`config.mk`:
```
export PLATFORM = sky130hd
export DESIGN_NAME = mem_access_stage_flat
export DESIGN_NICKNAME = d
export VERILOG_FILES = /design/src/rtl/mem_stage_pkg.sv /design/src/rtl/mem_access_stage_if.sv /design/src/rtl/mem_wb_reg.sv /design/src/rtl/mem_access_stage.sv /design/src/flat_wrapper.sv
export SDC_FILE = /design/constraint.sdc
export NUM_CORES = 1
export LEC_CHECK = 0
export ABC_AREA = 1
export BUFFER_PORTS_ARGS = -buffer_cell sky130_fd_sc_hd__buf_2
export CAP_MARGIN = 30
export CORE_MARGIN = 5
export CORE_UTILIZATION = 53
export DETAILED_ROUTE_END_ITERATION = 6
export GPL_TIMING_DRIVEN = 0
export HOLD_SLACK_MARGIN = 0.1
export PLACE_DENSITY = 0.84
export SYNTH_ARGS = -nofsm -noshare
export SYNTH_HDL_FRONTEND = slang
export SYNTH_HIERARCHICAL = 1
export SYNTH_SLANG_ARGS = --single-unit
export TNS_END_PERCENT = 30
```
`constraint.sdc`:
```
create_clock -name clk_i -period 4 [get_ports clk_i]
set_input_delay 0.8 -clock clk_i [delete_from_list [all_inputs] [get_ports clk_i]]
set_output_delay 0.8 -clock clk_i [all_outputs]
set_load 0.05 [all_outputs]
```
`src/rtl/mem_stage_pkg.sv`:
```
`default_nettype none
// ============================================================================
// Module   : mem_stage_pkg
// Purpose  : Shared types and constants for the MEM pipeline stage.
// Revision : 1.0
// ============================================================================
package mem_stage_pkg;

    typedef enum logic [1:0] {
        IDLE   = 2'd0,
        ACCESS = 2'd1,
        DONE   = 2'd2
    } state_e;

    localparam int TIMEOUT_CYCLES = 16;
    localparam int CNT_W          = 4;
    // Counter value seen during the last ACCESS cycle before giving up
    localparam logic [CNT_W-1:0] TIMEOUT_LAST = CNT_W'(TIMEOUT_CYCLES - 1);

    // Bit positions inside the M and WB control fields
    localparam int MEMREAD  = 1;
    localparam int MEMWRITE = 0;
    localparam int REGWRITE = 1;
    localparam int MEMTOREG = 0;

endpackage
`default_nettype wire

```
`src/rtl/mem_access_stage_if.sv`:
```
`default_nettype none
// ============================================================================
// Module   : mem_access_stage_if
// Purpose  : Request/acknowledge data-memory bus between MEM stage and memory.
// Revision : 1.0
// ============================================================================
interface mem_access_stage_if;

    logic        mem_req_o;
    logic        mem_we_o;
    logic [31:0] mem_addr_o;
    logic [31:0] mem_wdata_o;
    logic        mem_ack_i;
    logic [31:0] mem_rdata_i;

    modport master (
        output mem_req_o, mem_we_o, mem_addr_o, mem_wdata_o,
        input  mem_ack_i, mem_rdata_i
    );

    modport slave (
        input  mem_req_o, mem_we_o, mem_addr_o, mem_wdata_o,
        output mem_ack_i, mem_rdata_i
    );

endinterface
`default_nettype wire

```
`src/rtl/mem_wb_reg.sv`:
```
`default_nettype none
// ============================================================================
// Module   : mem_wb_reg
// Purpose  : MEM/WB pipeline register with a bubble (clear) load.
// Revision : 1.0
// ============================================================================
module mem_wb_reg (
    input  logic        clk_i,
    input  logic        rst_i,
    input  logic        i_bubble,
    input  logic [1:0]  i_wb,
    input  logic [31:0] i_memdata,
    input  logic [31:0] i_alures,
    input  logic [4:0]  i_rdaddr,
    output logic [1:0]  o_wb,
    output logic [31:0] o_memdata,
    output logic [31:0] o_alures,
    output logic [4:0]  o_rdaddr
);

    always_ff @(posedge clk_i) begin
        if (!rst_i || i_bubble) begin
            o_wb      <= '0;
            o_memdata <= '0;
            o_alures  <= '0;
            o_rdaddr  <= '0;
        end else begin
            o_wb      <= i_wb;
            o_memdata <= i_memdata;
            o_alures  <= i_alures;
            o_rdaddr  <= i_rdaddr;
        end
    end

endmodule
`default_nettype wire

```
`src/rtl/mem_access_stage.sv`:
```
`default_nettype none
// ============================================================================
// Module   : mem_access_stage
// Purpose  : Pipeline MEM stage; stalls the front end while a load/store
//            handshakes with data memory, with alignment and timeout faults.
// Revision : 1.0
// ============================================================================
module mem_access_stage
    import mem_stage_pkg::*;
(
    input  logic                clk_i,
    input  logic                rst_i,
    input  logic [1:0]          WB_i,
    input  logic [1:0]          M_i,
    input  logic [31:0]         DMaddr_i,
    input  logic [31:0]         DMdata_i,
    input  logic [4:0]          RDaddr_i,
    mem_access_stage_if.master  mem_bus,
    output logic                stall_o,
    output logic [1:0]          WB_o,
    output logic [31:0]         MEMdata_o,
    output logic [31:0]         ALUres_o,
    output logic [4:0]          RDaddr_o,
    output logic                err_o
);

    state_e           r_state;
    state_e           w_next;
    logic [CNT_W-1:0] r_cnt;
    logic             r_err;
    logic             r_we;
    logic [31:0]      r_addr;
    logic [31:0]      r_wdata;
    logic [31:0]      r_rdata;
    logic [1:0]       r_wb;
    logic [4:0]       r_rd;

    logic             w_mem_op;
    logic             w_aligned;
    logic             w_timeout;
    logic             w_stall;
    logic             w_req;
    logic             w_bubble;
    logic [1:0]       w_wb_d;
    logic [31:0]      w_data_d;
    logic [31:0]      w_alu_d;
    logic [4:0]       w_rd_d;

    assign w_mem_op  = M_i[MEMREAD] | M_i[MEMWRITE];
    assign w_aligned = (DMaddr_i[1:0] == 2'b00);
    assign w_timeout = (r_cnt == TIMEOUT_LAST);

    always_ff @(posedge clk_i) begin
        if (!rst_i) r_state <= IDLE;
        else        r_state <= w_next;
    end

    always_comb begin
        w_next = r_state;
        case (r_state)
            IDLE:    if (w_mem_op && w_aligned) w_next = ACCESS;
            ACCESS:  if (mem_bus.mem_ack_i || w_timeout) w_next = DONE;
            DONE:    w_next = IDLE;
            default: w_next = IDLE;
        endcase
    end

    always_comb begin
        w_stall  = 1'b0;
        w_req    = 1'b0;
        w_bubble = 1'b0;
        w_wb_d   = WB_i;
        w_data_d = '0;
        w_alu_d  = DMaddr_i;
        w_rd_d   = RDaddr_i;
        case (r_state)
            IDLE: begin
                if (w_mem_op && w_aligned) begin
                    w_stall  = rst_i;
                    w_bubble = 1'b1;
                end else if (w_mem_op) begin
                    // Faulting access retires without any register write-back
                    w_wb_d[REGWRITE] = 1'b0;
                    w_wb_d[MEMTOREG] = 1'b0;
                end
            end
            ACCESS: begin
                w_stall  = rst_i;
                w_req    = 1'b1;
                w_bubble = 1'b1;
            end
            DONE: begin
                w_wb_d   = r_wb;
                w_data_d = r_rdata;
                w_alu_d  = r_addr;
                w_rd_d   = r_rd;
            end
            default: w_bubble = 1'b1;
        endcase
    end

    always_ff @(posedge clk_i) begin
        if (!rst_i) begin
            r_cnt   <= '0;
            r_err   <= 1'b0;
            r_we    <= 1'b0;
            r_addr  <= '0;
            r_wdata <= '0;
            r_rdata <= '0;
            r_wb    <= '0;
            r_rd    <= '0;
        end else begin
            case (r_state)
                IDLE: begin
                    if (w_mem_op && w_aligned) begin
                        r_addr  <= DMaddr_i;
                        r_wdata <= DMdata_i;
                        r_we    <= M_i[MEMWRITE];
                        r_wb    <= WB_i;
                        r_rd    <= RDaddr_i;
                        r_cnt   <= '0;
                    end else if (w_mem_op) begin
                        r_err <= 1'b1;
                    end
                end
                ACCESS: begin
                    r_cnt <= r_cnt + 1'b1;
                    // Ack takes priority over a coincident timeout
                    if (mem_bus.mem_ack_i) begin
                        r_rdata <= r_we ? 32'd0 : mem_bus.mem_rdata_i;
                    end else if (w_timeout) begin
                        r_rdata <= '0;
                        r_err   <= 1'b1;
                    end
                end
                default: ;
            endcase
        end
    end

    assign mem_bus.mem_req_o   = w_req;
    assign mem_bus.mem_we_o    = w_req & r_we;
    assign mem_bus.mem_addr_o  = r_addr;
    assign mem_bus.mem_wdata_o = r_wdata;

    assign stall_o = w_stall;
    assign err_o   = r_err;

    mem_wb_reg u_mem_wb (
        .clk_i     (clk_i),
        .rst_i     (rst_i),
        .i_bubble  (w_bubble),
        .i_wb      (w_wb_d),
        .i_memdata (w_data_d),
        .i_alures  (w_alu_d),
        .i_rdaddr  (w_rd_d),
        .o_wb      (WB_o),
        .o_memdata (MEMdata_o),
        .o_alures  (ALUres_o),
        .o_rdaddr  (RDaddr_o)
    );

endmodule
`default_nettype wire
```
`src/flat_wrapper.sv`:
```
// flat-port wrapper written by rule: the top's interface ports become plain ports
module mem_access_stage_flat import mem_stage_pkg::*;
  (clk_i, rst_i, WB_i, M_i, DMaddr_i, DMdata_i, RDaddr_i, stall_o, WB_o, MEMdata_o, ALUres_o, RDaddr_o, err_o, mem_bus_mem_req_o, mem_bus_mem_we_o, mem_bus_mem_addr_o, mem_bus_mem_wdata_o, mem_bus_mem_ack_i, mem_bus_mem_rdata_i);
  mem_access_stage_if mem_bus_i ();
  input  logic clk_i;
  input  logic rst_i;
  input  logic [1:0] WB_i;
  input  logic [1:0] M_i;
  input  logic [31:0] DMaddr_i;
  input  logic [31:0] DMdata_i;
  input  logic [4:0] RDaddr_i;
  output logic stall_o;
  output logic [1:0] WB_o;
  output logic [31:0] MEMdata_o;
  output logic [31:0] ALUres_o;
  output logic [4:0] RDaddr_o;
  output logic err_o;
  output wire logic [$bits(mem_bus_i.mem_req_o)-1:0] mem_bus_mem_req_o;
  output wire logic [$bits(mem_bus_i.mem_we_o)-1:0] mem_bus_mem_we_o;
  output wire logic [$bits(mem_bus_i.mem_addr_o)-1:0] mem_bus_mem_addr_o;
  output wire logic [$bits(mem_bus_i.mem_wdata_o)-1:0] mem_bus_mem_wdata_o;
  input wire logic [$bits(mem_bus_i.mem_ack_i)-1:0] mem_bus_mem_ack_i;
  input wire logic [$bits(mem_bus_i.mem_rdata_i)-1:0] mem_bus_mem_rdata_i;
  assign mem_bus_mem_req_o = mem_bus_i.mem_req_o;
  assign mem_bus_mem_we_o = mem_bus_i.mem_we_o;
  assign mem_bus_mem_addr_o = mem_bus_i.mem_addr_o;
  assign mem_bus_mem_wdata_o = mem_bus_i.mem_wdata_o;
  assign mem_bus_i.mem_ack_i = mem_bus_mem_ack_i;
  assign mem_bus_i.mem_rdata_i = mem_bus_mem_rdata_i;
  mem_access_stage u_core (.clk_i(clk_i), .rst_i(rst_i), .WB_i(WB_i), .M_i(M_i), .DMaddr_i(DMaddr_i), .DMdata_i(DMdata_i), .RDaddr_i(RDaddr_i), .mem_bus(mem_bus_i), .stall_o(stall_o), .WB_o(WB_o), .MEMdata_o(MEMdata_o), .ALUres_o(ALUres_o), .RDaddr_o(RDaddr_o), .err_o(err_o));
endmodule
```
==> run_results.csv <==
group,metric,value,unit
run_status,run_status,"complete, no violations",
synth,yosysUniqueCellTypes,21,
clock_tree,clock_latency,420,ps
sta,worst_pin_slew,496,ps
worst_setup_path,crit_type,"in2out",
worst_setup_path,crit_required,3200,ps
placed_design,routabilityCongestion,0.847,
worst_setup_path,worst-path-max-fanout,10,
synth,yosysTopAreaCellShare,53.5,%
floorplanning,initial_core_util,54.0,%
clock_tree,clkSlewWorstSetupHoldPaths,60,ps
job,drv_cap,0,
placed_design,dpl_cell_area,8260,µm²
drt,firstDrtPassIters,5,
synth,synthCells,884,
drt,vias,6268,
clock_tree,ctsHoldBuffers,0,
hold_path,min_path_type,"reg2reg",
drt,detail_route.vias_per_cell,4.71,
layout,regArea,3640,µm²
floorplanning,design.die.area,15200,µm²
global_route,grt_pass1_vias,5844,
sta,final.setup.tns,0,ps
clock_tree,post_cts_buffers,0,
sta,setup_viol,0,
layout,multi_input_comb_area,2110,µm²
synth,synth_area_leaders,"dfxtp_1 (53%), inv_1 (10%), a21oi_1 (7.9%)",
worst_setup_path,max_stage_delay,400,ps
synth,synth.cell_area,6810,µm²
worst_setup_path,crit_arrival,2120,ps
drt,final_antenna_net_count,0,
placed_design,post-dp-hpwl,13100,µm
sta,drv_slew,0,
synth,syn_area_per_cell,7.71,µm²
placed_design,dp.cells,1302,
clock_tree,cts_buffer_depth,2,
power,ir_worst_vdd,0.000273,V
clock_tree,cts_tree,"done",
layout,nets,1258,
clock_tree,cts-root-buf,"clkbuf_16",
synth,synthesis.nets,993,
sta,finalHoldViolations,0,
synth,ys_warn_count,6,
global_route,grt_max_degree,17,
clock_tree,clock_sinks,182,
worst_setup_path,endpoint_kind,"output pin",
sta,rsz0062_at_grt,"no",
floorplanning,coreArea,12600,µm²
synth,yosysSeqAreaShare,53.5,%
global_route,grt_usage,23.2,%
global_route,gr-total-overflow,0,
layout,syn2layout_area_growth,30.1,%
worst_setup_path,crit_top_cell,"buf_2",
floorplanning,die_y,123,µm
floorplanning,io_pins,247,
layout,stdcell_count,1332,
layout,final_area,8870,µm²
drt,drt_iter0_markers,267,
synth,synth_area_leader_cell,"dfxtp_1",
worst_setup_path,path_cells,"buf_2 > buf_2 > clkbuf_1 > nand2_1 > nor2_1 > buf_2",
drt,drcViolationCount,0,
sta,holdWs,442,ps
global_route,grt_pass1_wl,27500,µm
sta,max_freq,0.343,GHz
worst_setup_path,crit_slowest_cell,"clkbuf_1",
layout,utilization,70.3,%
clock_tree,cts_buffers,17,
floorplanning,dieWidth,123,µm
drt,routedWlPerCell,13.5,µm
layout,layout-drive-gt1-share,28.0,%
sta,fin_crit,2920,ps
layout,fillCellCount,1035,
power,p_leak,4.18,nW
layout,diodes,0,
sta,fin_skew,9.65,ps
placed_design,port_buffers,246,
worst_setup_path,worst_setup_path_start_kind,"input pin",
floorplanning,rows,41,
sta,timing.final.crit_share,72.9,%
clock_tree,ctsHtreeMaxLevel,4,
drt,routed_wirelength,17900,µm
global_route,grt_antenna_before_repair,1,
sta,timing.slew.headroom,66.9,%
synth,synth_seq_cells,182,
power,power_density,482,nW/µm²
clock_tree,cts_resized,0,
[worst paths after layout]
path                                                 end  slack (ps)                                         from  cells after the start
max                                              stall_o        1080                                        rst_i                      6
min          u_core/mem_bus.mem_wdata_o[21]$_SDFFE_PN0P_         440  u_core/mem_bus.mem_wdata_o[21]$_SDFFE_PN0P_                      2
max reg2reg      u_core/u_mem_wb/o_alures[27]$_SDFF_PP0_        2360               u_core/r_state[0]$_SDFFE_PN0P_                      8
min reg2reg  u_core/mem_bus.mem_wdata_o[21]$_SDFFE_PN0P_         440  u_core/mem_bus.mem_wdata_o[21]$_SDFFE_PN0P_                      2
[per-layer routing]
metal | GRT usage, % | part of all wire, % | vias up
li1 | - | - | 3208
met1 | 27.7 | 41 | 2802
met2 | 39.0 | 48 | 228
met3 | 7.69 | 9.1 | 28
met4 | 8.37 | 1.9 | 2
met5 | 0 | 0.039 | -
[synth_stat cells (all sizes together)]
cell type  count
nand2        119
buf           27
mux2           2
nor2         116
nand3         11
dfxtp        182
ha             1
o21ai        109
a21oi        107
inv          186
clkbuf        24
[through the flow]
step	power, mW	setup slack, ps
after detailed placement	2.60	1090
after global placement	2.59	1070
after CTS	4.30	1070
final	4.27	1080
after floorplan	2.41	1180
after global routing	4.43	978
[worst max-delay path: cells and delay by family]
family                 cells  cell delay, ps
buffers and inverters      4            1130
and+or+nand+nor            2             190
[power by group]
group / total, mW / switching, mW / internal, mW
Sequential: 1.93 / 0.0347 / 1.90
Clock: 1.71 / 0.665 / 1.04
Combinational: 0.631 / 0.459 / 0.172
Total: 4.27 / 1.16 / 3.11
[flip-flops by register name (all words and copies together), names as in the netlist]
register	count
u_core/err_o	1
u_core/mem_bus.mem_addr_o	32
u_core/mem_bus.mem_wdata_o	32
u_core/r_cnt	4
u_core/r_rd	5
u_core/r_rdata	32
u_core/r_state	2
u_core/r_wb	2
u_core/r_we	1
u_core/u_mem_wb/o_alures	32
u_core/u_mem_wb/o_memdata	32
u_core/u_mem_wb/o_rdaddr	5
u_core/u_mem_wb/o_wb	2
[area by class of cell]
cell class | count | area share [%]
Sequential cell | 182 | 41.1
Multi-Input combinational cell | 465 | 23.8
Timing Repair Buffer | 246 | 13.9
Inverter | 186 | 7.87
Clock buffer | 23 | 5.50
Buffer | 51 | 4.12
Tap cell | 172 | 2.43
Clock inverter | 7 | 1.34
[kinds of logic after synthesis]
logic type	share of synthesized area [%]
adders and majority gates	0.184
and+or+nand+nor	14.5
muxes	0.331
AOI/OAI and AO/OA	15.9
buffers and inverters	15.6
DFF	53.5
[placed cells by master (no fill, tap or decap), types with 2 or more instances in the layout]
master / count
o21ai_0: 87
o21ai_1: 22
nor2_4: 2
buf_2: 260
inv_1: 184
mux2_2: 2
nor2_2: 7
clkbuf_16: 17
nand3_1: 9
clkbuf_8: 11
bufinv_16: 3
dfxtp_1: 182
nand2_1: 117
nand3_2: 2
clkbuf_1: 19
buf_4: 3
nor2_1: 107
inv_2: 2
clkinvlp_4: 2
a21oi_1: 107
buf_6: 10
Note: power is estimated with default switching activity, not from simulation.
